$ cat config.mk
export PLATFORM = sky130hd
export DESIGN_NAME = i2c_wb_cmd_ctrl
export DESIGN_NICKNAME = d
export VERILOG_FILES = /design/src/rtl/i2c_wb_cmd_ctrl.sv
export SDC_FILE = /design/constraint.sdc
export NUM_CORES = 1
export LEC_CHECK = 0
export ABC_AREA = 1
export BUFFER_PORTS_ARGS = -buffer_cell sky130_fd_sc_hd__buf_4
export CAP_MARGIN = 15
export CORE_MARGIN = 8
export CORE_UTILIZATION = 60
export CTS_CLUSTER_DIAMETER = 60
export DETAILED_ROUTE_END_ITERATION = 8
export PLACE_DENSITY = 0.88
export SLEW_MARGIN = 20
export SYNTH_ARGS = -nofsm -noshare
export SYNTH_HDL_FRONTEND = slang
export SYNTH_SLANG_ARGS = --single-unit
$ cat constraint.sdc
create_clock -name wb_clk_i -period 2.8 [get_ports wb_clk_i]
set_input_delay 0.28 -clock wb_clk_i [delete_from_list [all_inputs] [get_ports wb_clk_i]]
set_output_delay 0.28 -clock wb_clk_i [all_outputs]
set_load 0.03 [all_outputs]
$ cat src/rtl/i2c_wb_cmd_ctrl.sv
// Wishbone master that drives a byte-wide I2C master core through its register file,
// turning single-byte register read/write requests into TXR/CR/SR access sequences.
module i2c_wb_cmd_ctrl #(
  parameter logic [15:0] PRESCALE   = 16'd99,
  parameter int unsigned POLL_LIMIT = 1024
) (
  input  logic       wb_clk_i,
  input  logic       wb_rst_i,
  input  logic       req_valid,
  output logic       req_ready,
  input  logic       req_rw,
  input  logic [6:0] req_dev_addr,
  input  logic [7:0] req_reg_addr,
  input  logic [7:0] req_wdata,
  output logic       rsp_valid,
  output logic [7:0] rsp_rdata,
  output logic [1:0] rsp_status,
  output logic [2:0] wbm_adr_o,
  output logic [7:0] wbm_dat_o,
  input  logic [7:0] wbm_dat_i,
  output logic       wbm_we_o,
  output logic       wbm_stb_o,
  output logic       wbm_cyc_o,
  input  logic       wbm_ack_i
);

  localparam int unsigned CNT_W = $clog2(POLL_LIMIT + 1);

  localparam logic [2:0] ADR_PRERLO = 3'd0;
  localparam logic [2:0] ADR_TXR    = 3'd3;
  localparam logic [2:0] ADR_CR     = 3'd4;

  localparam logic [7:0] CTR_EN      = 8'h80;
  localparam logic [7:0] CR_STA_WR   = 8'h90;
  localparam logic [7:0] CR_WR       = 8'h10;
  localparam logic [7:0] CR_WR_STO   = 8'h50;
  localparam logic [7:0] CR_RD_NACK  = 8'h68;
  localparam logic [7:0] CR_STO      = 8'h40;

  localparam logic [1:0] ST_OK   = 2'd0;
  localparam logic [1:0] ST_NACK = 2'd1;
  localparam logic [1:0] ST_AL   = 2'd2;
  localparam logic [1:0] ST_TO   = 2'd3;

  typedef enum logic [3:0] {
    S_INIT, S_IDLE, S_TXR, S_CR, S_POLL, S_RXR, S_STOP, S_STOP_POLL, S_DONE
  } state_t;

  state_t           state_q, state_d;
  logic [1:0]       step_q, step_d;
  logic             rw_q, rw_d;
  logic [6:0]       dev_q, dev_d;
  logic [7:0]       reg_q, reg_d;
  logic [7:0]       wdata_q, wdata_d;
  logic [CNT_W-1:0] poll_cnt_q, poll_cnt_d;
  logic [1:0]       status_q, status_d;
  logic             cyc_q, cyc_d;
  logic             stb_q, stb_d;
  logic             we_q, we_d;
  logic [2:0]       adr_q, adr_d;
  logic [7:0]       dat_q, dat_d;
  logic             req_ready_q, req_ready_d;
  logic             rsp_valid_q, rsp_valid_d;
  logic [7:0]       rsp_rdata_q, rsp_rdata_d;
  logic [1:0]       rsp_status_q, rsp_status_d;

  logic             has_acc_c;
  logic             acc_we_c;
  logic [2:0]       acc_adr_c;
  logic [7:0]       acc_dat_c;
  logic             ack_c;
  logic [CNT_W-1:0] cnt_nxt_c;
  logic             sr_rxack_c, sr_al_c, sr_tip_c;

  // Register access belonging to the current step.
  always_comb begin
    has_acc_c = 1'b1;
    acc_we_c  = 1'b1;
    acc_adr_c = ADR_CR;
    acc_dat_c = 8'h00;
    case (state_q)
      S_INIT: begin
        acc_adr_c = ADR_PRERLO + 3'(step_q);
        case (step_q)
          2'd0:    acc_dat_c = PRESCALE[7:0];
          2'd1:    acc_dat_c = PRESCALE[15:8];
          default: acc_dat_c = CTR_EN;
        endcase
      end
      S_TXR: begin
        acc_adr_c = ADR_TXR;
        case (step_q)
          2'd0:    acc_dat_c = {dev_q, 1'b0};
          2'd1:    acc_dat_c = reg_q;
          default: acc_dat_c = rw_q ? {dev_q, 1'b1} : wdata_q;
        endcase
      end
      S_CR: begin
        case (step_q)
          2'd0:    acc_dat_c = CR_STA_WR;
          2'd1:    acc_dat_c = CR_WR;
          2'd2:    acc_dat_c = rw_q ? CR_STA_WR : CR_WR_STO;
          default: acc_dat_c = CR_RD_NACK;
        endcase
      end
      S_POLL, S_STOP_POLL: acc_we_c = 1'b0;
      S_RXR: begin
        acc_we_c  = 1'b0;
        acc_adr_c = ADR_TXR;
      end
      S_STOP: acc_dat_c = CR_STO;
      default: has_acc_c = 1'b0;
    endcase
  end

  assign ack_c      = cyc_q & wbm_ack_i;
  assign cnt_nxt_c  = poll_cnt_q + CNT_W'(1);
  assign sr_rxack_c = wbm_dat_i[7];
  assign sr_al_c    = wbm_dat_i[5];
  assign sr_tip_c   = wbm_dat_i[1];

  // Sequencer and bus engine: launch from an idle bus, hold until ack, drop after ack.
  always_comb begin
    state_d      = state_q;
    step_d       = step_q;
    rw_d         = rw_q;
    dev_d        = dev_q;
    reg_d        = reg_q;
    wdata_d      = wdata_q;
    poll_cnt_d   = poll_cnt_q;
    status_d     = status_q;
    cyc_d        = cyc_q;
    stb_d        = stb_q;
    we_d         = we_q;
    adr_d        = adr_q;
    dat_d        = dat_q;
    rsp_rdata_d  = rsp_rdata_q;
    rsp_status_d = rsp_status_q;

    if (has_acc_c) begin
      if (!cyc_q) begin
        cyc_d = 1'b1;
        stb_d = 1'b1;
        we_d  = acc_we_c;
        adr_d = acc_adr_c;
        dat_d = acc_dat_c;
      end else if (wbm_ack_i) begin
        cyc_d = 1'b0;
        stb_d = 1'b0;
        we_d  = 1'b0;
      end
    end

    case (state_q)
      S_INIT: if (ack_c) begin
        if (step_q == 2'd2) begin
          step_d  = 2'd0;
          state_d = S_IDLE;
        end else begin
          step_d = step_q + 2'd1;
        end
      end
      S_IDLE: if (req_valid && req_ready_q) begin
        rw_d     = req_rw;
        dev_d    = req_dev_addr;
        reg_d    = req_reg_addr;
        wdata_d  = req_wdata;
        step_d   = 2'd0;
        status_d = ST_OK;
        state_d  = S_TXR;
      end
      S_TXR: if (ack_c) state_d = S_CR;
      S_CR: if (ack_c) begin
        poll_cnt_d = '0;
        state_d    = S_POLL;
      end
      S_POLL: if (ack_c) begin
        poll_cnt_d = cnt_nxt_c;
        if (sr_al_c) begin
          status_d = ST_AL;
          state_d  = S_DONE;
        end else if (sr_tip_c) begin
          if (cnt_nxt_c == CNT_W'(POLL_LIMIT)) begin
            status_d = ST_TO;
            state_d  = S_STOP;
          end
        end else if (sr_rxack_c && step_q != 2'd3) begin
          status_d = ST_NACK;
          state_d  = S_STOP;
        end else if (!rw_q && step_q == 2'd2) begin
          state_d = S_DONE;
        end else if (step_q == 2'd3) begin
          state_d = S_RXR;
        end else begin
          // The read-data phase has no TXR byte, so it goes straight to CR.
          step_d  = step_q + 2'd1;
          state_d = (rw_q && step_q == 2'd2) ? S_CR : S_TXR;
        end
      end
      S_RXR: if (ack_c) begin
        rsp_rdata_d = wbm_dat_i;
        state_d     = S_DONE;
      end
      S_STOP: if (ack_c) begin
        poll_cnt_d = '0;
        state_d    = (status_q == ST_TO) ? S_DONE : S_STOP_POLL;
      end
      S_STOP_POLL: if (ack_c) begin
        poll_cnt_d = cnt_nxt_c;
        if (!sr_tip_c) state_d = S_DONE;
      end
      S_DONE: state_d = S_IDLE;
      default: state_d = S_INIT;
    endcase

    rsp_valid_d = (state_d == S_DONE);
    if (state_d == S_DONE) rsp_status_d = status_d;
    req_ready_d = (state_d == S_IDLE);
  end

  always_ff @(posedge wb_clk_i) begin
    if (wb_rst_i) begin
      state_q      <= S_INIT;
      step_q       <= '0;
      rw_q         <= 1'b0;
      dev_q        <= '0;
      reg_q        <= '0;
      wdata_q      <= '0;
      poll_cnt_q   <= '0;
      status_q     <= ST_OK;
      cyc_q        <= 1'b0;
      stb_q        <= 1'b0;
      we_q         <= 1'b0;
      adr_q        <= '0;
      dat_q        <= '0;
      req_ready_q  <= 1'b0;
      rsp_valid_q  <= 1'b0;
      rsp_rdata_q  <= '0;
      rsp_status_q <= '0;
    end else begin
      state_q      <= state_d;
      step_q       <= step_d;
      rw_q         <= rw_d;
      dev_q        <= dev_d;
      reg_q        <= reg_d;
      wdata_q      <= wdata_d;
      poll_cnt_q   <= poll_cnt_d;
      status_q     <= status_d;
      cyc_q        <= cyc_d;
      stb_q        <= stb_d;
      we_q         <= we_d;
      adr_q        <= adr_d;
      dat_q        <= dat_d;
      req_ready_q  <= req_ready_d;
      rsp_valid_q  <= rsp_valid_d;
      rsp_rdata_q  <= rsp_rdata_d;
      rsp_status_q <= rsp_status_d;
    end
  end

  assign req_ready  = req_ready_q;
  assign rsp_valid  = rsp_valid_q;
  assign rsp_rdata  = rsp_rdata_q;
  assign rsp_status = rsp_status_q;
  assign wbm_cyc_o  = cyc_q;
  assign wbm_stb_o  = stb_q;
  assign wbm_we_o   = we_q;
  assign wbm_adr_o  = adr_q;
  assign wbm_dat_o  = dat_q;

endmodule
==> flow_metrics.env, run 1 <==
export IMPL_gp_congestion=0.9414
export IMPL_net_count_synth=581
export IMPL_dieWidth_microns=93.38
export IMPL_total_routed_wire_length_on_the_met1_layer_microns=4039
export IMPL_grt_antenna_before_repair=0
export IMPL_power_per_cell_area_nw_per_um2=547.0
export IMPL_outcome="completed"
export IMPL_post_cts_resize_count=0
export IMPL_start_util_pct=61.40
export IMPL_required_ps=3070
export IMPL_instances_no_fill=674
export IMPL_netlist_area_before_placement_sq_um=3592
export IMPL_top_count_cell_post_synth="sky130_fd_sc_hd__nand2_1"
export IMPL_final_min_clock_period_ps=2158
export IMPL_met3_wirelength_microns=738
export IMPL_grt_usage_pct=22.74
export IMPL_synthDistinctLibCells=31
export IMPL_area_growth_synth_to_final_pct=20.93
export IMPL_synthTopCellsByArea="sky130_fd_sc_hd__dfxtp_1, sky130_fd_sc_hd__nand2_1, sky130_fd_sc_hd__a21oi_1"
export IMPL_drtIter0Drc=254
export IMPL_synth_top_area_share_pct=38.45
export IMPL_ys_warnings_count=0
export IMPL_hold_class="input port to flip-flop"
export IMPL_timing_max_slew_rel_slack_pct=51.77
export IMPL_report_final_setup_viol=0
export IMPL_postCtsSetupBuffers=0
export IMPL_cap_viol_max_count=0
export IMPL_timing_worst_slew_pin_value_ps=722.7
export IMPL_setup_worst_path_class="flip-flop to flip-flop"
export IMPL_clock_path_buffers=2
export IMPL_route_antenna_remaining_nets=0
export IMPL_ctsRootBufferMaster="sky130_fd_sc_hd__clkbuf_8"
export IMPL_dpl_cell_count=658
export IMPL_hold_slack_ps=197.2
export IMPL_synth_flop_cell="sky130_fd_sc_hd__dfxtp_1"
export IMPL_h_tree_depth=3
export IMPL_io_buffer_count=61
export IMPL_irDropWorstVdd_uv=354.1
export IMPL_routed_wire_length_per_instance_microns=14.39
export IMPL_floorplan_core_area_sq_um=5851
export IMPL_fmaxAchievable_mhz=463.4
export IMPL_finalHoldViolations=0
export IMPL_grt_first_pass_wirelength_microns=16110
export IMPL_drt_wl_total_microns=9701
export IMPL_pre_cts_slack_ps=763.1
export IMPL_timing_final_max_slew_violations=0
export IMPL_tritoncts_num_buffers=9
export IMPL_dieArea_sq_um=8719
export IMPL_antenna_diode_count=0
export IMPL_vias=3721
export IMPL_first_global_vias=3476
export IMPL_dp_final_hpwl_microns=7162
export IMPL_fin_skew_ps=6.871
export IMPL_routed_top_layer="met4"
export IMPL_synthArstFlopShare_pct=0
export IMPL_via_per_inst=5.521
export IMPL_final_nets=636
export IMPL_worstSetupStartpointType="flip-flop"
export IMPL_synth_top_cell_by_area="sky130_fd_sc_hd__dfxtp_1"
export IMPL_clk_pin_slew_ps=80
export IMPL_power_static_leakage_nw=1.848
export IMPL_post_synth_edffs=0
export IMPL_die_ht_microns=93.38
export IMPL_overflow=0
export IMPL_clock_sinks=69
export IMPL_postLayoutSetupSlackWorst_ps=641.9
export IMPL_timing_critical_path_arrival_ps=2430
export IMPL_wire_length_on_met2_microns=4675
export IMPL_fraction_of_layout_cells_with_a_size_suffix_above_1_pct=17.36
export IMPL_postSynthRegisterBits=69
export IMPL_final_min_period_over_clock_period_pct=77.07
export IMPL_drt_pass1_iterations=6
export IMPL_sequential_cell_area_fraction_in_the_yosys_report_pct=38.45
export IMPL_clock_latency_ps=350
export IMPL_tritoncts="done"
export IMPL_io_pins=62
export IMPL_syn_mean_instance_area_sq_um=6.665
export IMPL_synth_common_cells="sky130_fd_sc_hd__nand2_1, sky130_fd_sc_hd__a21oi_1, sky130_fd_sc_hd__inv_1, sky130_fd_sc_hd__dfxtp_1, sky130_fd_sc_hd__o21ai_0"
export IMPL_critPathMaxFanout=6
export IMPL_setup_repair_after_global_routing_missed_its_margin="no"
export IMPL_core_rowCount=28
export IMPL_pin_count_of_the_biggest_net_entering_global_routing=42
export IMPL_critical_path_endpoint_type="flip-flop"
export IMPL_drc=0
export IMPL_synthCells=539
export IMPL_hold_fix_buffers_cts=0
export IMPL_tns_ps=0
==> placed cells by master, fill, tap and decap left out, drive strengths merged <==
cell type  synthesis  routed
a211oi             5       5
a21oi             79      79
a311oi             1       1
buf                7      63
bufinv             0       4
clkbuf            12       9
clkinv             1       3
dfxtp             69      69
ha                 6       6
inv               74      75
nand2            127     127
nand3             35      35
nand4              3       3
nor2              49      49
nor3               6       6
o2111a             1       1
o2111ai            2       2
o21ai             52      52
o21bai             2       2
o221ai             3       3
o22ai              3       3
o311ai             1       1
o31ai              1       1
==> critical path: stages, from the launching register on <==
cell	delay, ps
sky130_fd_sc_hd__dfxtp_1	410
sky130_fd_sc_hd__inv_1	120
sky130_fd_sc_hd__ha_1	280
sky130_fd_sc_hd__nor2_1	240
sky130_fd_sc_hd__inv_1	180
sky130_fd_sc_hd__a21oi_1	140
sky130_fd_sc_hd__o21ai_0	90
sky130_fd_sc_hd__o21ai_0	100
sky130_fd_sc_hd__a21oi_1	50
sky130_fd_sc_hd__o21ai_0	180
sky130_fd_sc_hd__nand2_1	90
sky130_fd_sc_hd__a21oi_1	190
==> area by class of cell <==
cell class                      count  area [sq um]
Tap cell                           75         93.84
Clock buffer                        9         123.9
Inverter                           75         282.8
Fill cell                         496          1506
Timing Repair Buffer               63         473.0
Multi-Input combinational cell    376          1843
Clock inverter                      7         146.4
Sequential cell                    69          1381
==> power by group <==
part	leakage, nW	total (mW)	internal (mW)	switching [mW]
clock network	0.134	1.10	0.688	0.410
registers	0.558	1.02	1.00	0.0146
logic	1.16	0.263	0.0987	0.164
==> metrics by stage <==
| stage | area (sq um) | power (mW) | util, % |
|---|---|---|---|
| floorplan | 3592 | 1.192 | - |
| global placement | 4074 | 1.293 | 69.63 |
| detailed placement | 4074 | 1.299 | 69.63 |
| CTS | 4344 | 2.387 | 74.25 |
| global route | 4344 | 2.465 | 74.25 |
| finish | 4344 | 2.376 | 74.25 |
==> kinds of logic after synthesis <==
| kind of cell | after synthesis | synth area share [%] |
|---|---|---|
| and+or+nand+nor | 220 | 26.51 |
| buffers and inverters | 94 | 10.24 |
| DFF | 69 | 38.45 |
| AOI/OAI and AO/OA | 150 | 22.71 |
| adders and majority gates | 6 | 2.090 |
==> worst paths after layout <==
kind | startpoint | endpoint | slack (ps) | cells after the start
setup / recovery | step_q[0] | wbm_dat_o[1] | 640 | 11
setup reg to reg | step_q[0] | wbm_dat_o[1] | 640 | 11
hold reg to reg | rsp_rdata[2] | rsp_rdata[2] | 450 | 2
hold / removal | req_wdata[7] | wdata_q[7] | 200 | 3
==> routing by layer <==
metal | up-vias | global-route usage (%)
met4 | 0 | 9.128
li1 | 1885 | -
met1 | 1677 | 26.46
met3 | 28 | 6.090
met5 | - | 0
met2 | 131 | 38.60
==> state kept, by name, summed over array words and instances, names as in the netlist <==
name        count
reg_q           8
req_ready       1
wbm_dat_o       8
wbm_adr_o       3
dev_q           7
state_q         4
status_q        2
wbm_stb_o       1
step_q          2
rsp_rdata       8
wbm_cyc_o       1
rsp_valid       1
wdata_q         8
poll_cnt_q     11
wbm_we_o        1
rw_q            1
rsp_status      2
Power figures use the tool's default switching activity.
==> run 2, diff against run 1 <==
ABC_AREA = 0   (was 1)
CORE_UTILIZATION = 51   (was 60)
PLACE_DENSITY = 0.8   (was 0.88)
clock period = 1.77 ns   (was 2.8 ns; I/O delays follow)
==> run 2 against run 1 <==
Against the previous run: the run now ends with negative setup slack left; worst hold slack worse by 140 ps; highest routed layer unchanged; combinational power is 110% higher; area after synthesis is 0.91% lower; largest power group is now sequential cells.
==> flow_metrics.env, run 2 <==
export IMPL_clock_latency_ps=360
export IMPL_cap_viol_max_count=0
export IMPL_postLayoutSetupSlackWorst_ps=-146.5
export IMPL_final_design_area_no_fill_sq_um=5207
export IMPL_critPathMaxFanout=5
export IMPL_largest_register="poll_cnt_q"
export IMPL_top_count_cell_post_synth="sky130_fd_sc_hd__nand2_1"
export IMPL_routed_wire_length_per_instance_microns=17.73
export IMPL_synthTopCellsByArea="sky130_fd_sc_hd__dfxtp_1, sky130_fd_sc_hd__a21oi_1, sky130_fd_sc_hd__nand2_1"
export IMPL_hold_slack_ps=54.55
export IMPL_violations="negative setup slack"
export IMPL_antenna_diode_count=0
export IMPL_dieArea_sq_um=9909
export IMPL_ctsRootBufferMaster="sky130_fd_sc_hd__clkbuf_8"
export IMPL_most_common_layout_cells="sky130_fd_sc_hd__buf_4, sky130_fd_sc_hd__nand2_1, sky130_fd_sc_hd__a21oi_1, sky130_fd_sc_hd__dfxtp_1, sky130_fd_sc_hd__nor2_1"
export IMPL_synthCells=452
export IMPL_ys_warnings_count=0
export IMPL_timing_max_slew_rel_slack_pct=71.90
export IMPL_syn_mean_instance_area_sq_um=7.875
export IMPL_route_antenna_remaining_nets=0
export IMPL_share_of_power_burned_in_combinational_logic_pct=15.9
export IMPL_power_share_sequential_pct=46.3
export IMPL_core_rowCount=30
export IMPL_power_static_leakage_nw=1.992
export IMPL_tritoncts="done"
export IMPL_net_count_synth=494
export IMPL_fraction_of_layout_cells_with_a_size_suffix_above_1_pct=38.62
export IMPL_vias=3940
export IMPL_finalHoldViolations=0
export IMPL_largest_register_ffs=11
export IMPL_io_buffer_count=61
export IMPL_dpl_cell_area_sq_um=4616
export IMPL_io_pins=62
export IMPL_synth_top_cell_by_area="sky130_fd_sc_hd__dfxtp_1"
export IMPL_report_final_setup_viol=6
export IMPL_drt_pass1_iterations=5
export IMPL_via_per_inst=5.828
export IMPL_floorplan_core_area_sq_um=6794
export IMPL_drt_wl_total_microns=11990
export IMPL_synth_flop_cell="sky130_fd_sc_hd__dfxtp_1"
export IMPL_power_share_clock_pct=37.8
export IMPL_netlist_area_before_placement_sq_um=3560
export IMPL_final_min_period_over_clock_period_pct=108.3
export IMPL_synthDistinctLibCells=63
export IMPL_net_switching_power_uw=961.5
export IMPL_outcome="finished with violations"
export IMPL_required_ps=2050
export IMPL_post_synth_edffs=0
export IMPL_sequential_cell_area_fraction_in_the_yosys_report_pct=38.80
export IMPL_grt_antenna_before_repair=0
export IMPL_clock_sinks=69
export IMPL_pin_count_of_the_biggest_net_entering_global_routing=37
export IMPL_start_util_pct=52.39
export IMPL_clk_pin_slew_ps=80
export IMPL_fin_skew_ps=9.128
export IMPL_synth_top_area_share_pct=38.80
export IMPL_setup_repair_after_global_routing_missed_its_margin="yes"
export IMPL_synthArstFlopShare_pct=0
export IMPL_pre_cts_slack_ps=-150.0
export IMPL_area_growth_synth_to_final_pct=46.29
export IMPL_die_ht_microns=99.55
export IMPL_final_min_clock_period_ps=1916
export IMPL_gp_congestion=0.9483
export IMPL_irDropWorstVdd_uv=452.5
export IMPL_overflow=0
export IMPL_power_per_cell_area_nw_per_um2=669.2
export IMPL_final_nets=618
export IMPL_hold_class="input port to flip-flop"
export IMPL_timing_critical_path_arrival_ps=2200
export IMPL_critical_path_endpoint_type="flip-flop"
export IMPL_fmaxAchievable_mhz=521.8
export IMPL_worstSetupStartpointType="flip-flop"
export IMPL_drc=0
export IMPL_setup_worst_path_class="flip-flop to flip-flop"
export IMPL_first_global_vias=3795
export IMPL_timing_worst_slew_pin_value_ps=419.0
export IMPL_fin_util_pct=76.65
export IMPL_num_fill_cells=445
export IMPL_most_common_library_cell_in_the_layout_ignoring_fill_and_taps="sky130_fd_sc_hd__buf_4"
export IMPL_internal_power_mw=2.523
export IMPL_drtIter0Drc=324
export IMPL_tritoncts_num_buffers=9
export IMPL_h_tree_depth=3
export IMPL_hold_fix_buffers_cts=0
export IMPL_grt_usage_pct=22.24
export IMPL_dp_final_hpwl_microns=7931
export IMPL_synth_common_cells="sky130_fd_sc_hd__nand2_1, sky130_fd_sc_hd__dfxtp_1, sky130_fd_sc_hd__a21oi_1, sky130_fd_sc_hd__nor2_1, sky130_fd_sc_hd__o21ai_0"
export IMPL_timing_final_max_slew_violations=0
export IMPL_tns_ps=-465.1
export IMPL_switching_share_pct=27.59
export IMPL_clock_path_buffers=2
export IMPL_dieWidth_microns=99.55
export IMPL_postSynthRegisterBits=69
export IMPL_grt_first_pass_wirelength_microns=18040
==> run 2: cell count changes after synthesis, moves of 7 or more <==
| cell | change |
|---|---|
| sky130_fd_sc_hd__nand2_1 | -46 |
| sky130_fd_sc_hd__nor2b_1 | +8 |
| sky130_fd_sc_hd__a31oi_1 | +7 |
| sky130_fd_sc_hd__nor2_1 | -8 |
| sky130_fd_sc_hd__o21ai_0 | -25 |
| sky130_fd_sc_hd__inv_1 | -60 |
| sky130_fd_sc_hd__clkbuf_1 | +10 |
| sky130_fd_sc_hd__nand2_2 | -7 |
| sky130_fd_sc_hd__mux2i_1 | +10 |
| sky130_fd_sc_hd__and3_1 | +7 |
| sky130_fd_sc_hd__a21oi_1 | -17 |
| sky130_fd_sc_hd__nand3_1 | -26 |
==> run 2: cell type report <==
type / count / area, sq um / share of cell area (%)
clock buffers: 10 / 137.6 / 2.643
multi-input cells: 343 / 2301 / 44.19
flip-flops and latches: 69 / 1400 / 26.89
clock inverters: 5 / 61.31 / 1.177
inverters: 11 / 43.79 / 0.8409
repair buffers: 142 / 1144 / 21.96
well taps: 96 / 120.1 / 2.307
==> run 2: cells by family (layout without fill, tap and decap cells) <==
family	after synthesis	count (layout)	share of synthesized area, %
AOI/OAI and AO/OA	140	140	24.50
xor gates and xnor gates	1	1	0.2461
adders and majority gates	7	7	2.390
buffers and inverters	40	168	4.640
DFF	69	69	38.80
muxes	13	13	3.761
and+or+nand+nor	182	182	25.66
==> run 2: final timing paths <==
check | endpoint | startpoint | cells past startpoint | slack, ps
worst max-delay path | step_q[0] | step_q[0] | 7 | -150
worst min-delay path | rsp_rdata[2] | wbm_dat_i[2] | 3 | 50
worst max register to register | step_q[0] | step_q[0] | 7 | -150
worst min register to register | wbm_stb_o | wbm_stb_o | 2 | 460
==> run 2: timing repair <==
| item | in CTS | in global routing |
|---|---|---|
| setup endpoints to repair | 17 | 41 |
| pin swaps | 14 | 13 |
| setup buffers | 7 | 3 |
| resized for setup | 27 | 47 |
| gates cloned | 0 | 1 |
==> run 2: through the flow <==
step           total power, mW  std cells
3_3_place_gp             2.113        650
5_1_grt                  3.594        676
4_1_cts                  3.446        672
6_report                 3.485        676
3_5_place_dp             2.123        650
2_1_floorplan            1.892        452
==> run 2: power groups by stage <==
stage,logic (mW),registers [mW],clock network [mW]
CTS,0.505,1.61,1.33
floorplan,0.202,1.69,0
global placement,0.467,1.65,0
detailed placement,0.475,1.65,0
finish,0.553,1.61,1.32
global route,0.587,1.62,1.39
==> run 2: layer usage <==
| layer | wire [microns] | part of all wire [%] | track usage (%) | vias up |
|---|---|---|---|---|
| met5 | 0 | 0 | 0 | - |
| met4 | 320 | 2.7 | 8.847 | 0 |
| met3 | 988 | 8.2 | 4.888 | 33 |
| met2 | 5813 | 49 | 37.60 | 186 |
| met1 | 4863 | 41 | 26.65 | 1852 |
| li1 | - | - | - | 1869 |
==> run 2: critical path: stages (launching register included) <==
cell	delay (ps)
sky130_fd_sc_hd__dfxtp_4	380
sky130_fd_sc_hd__inv_4	50
sky130_fd_sc_hd__ha_4	150
sky130_fd_sc_hd__nor2b_4	150
sky130_fd_sc_hd__o41ai_4	410
sky130_fd_sc_hd__o311ai_4	200
sky130_fd_sc_hd__or3_1	380
sky130_fd_sc_hd__a21oi_1	120
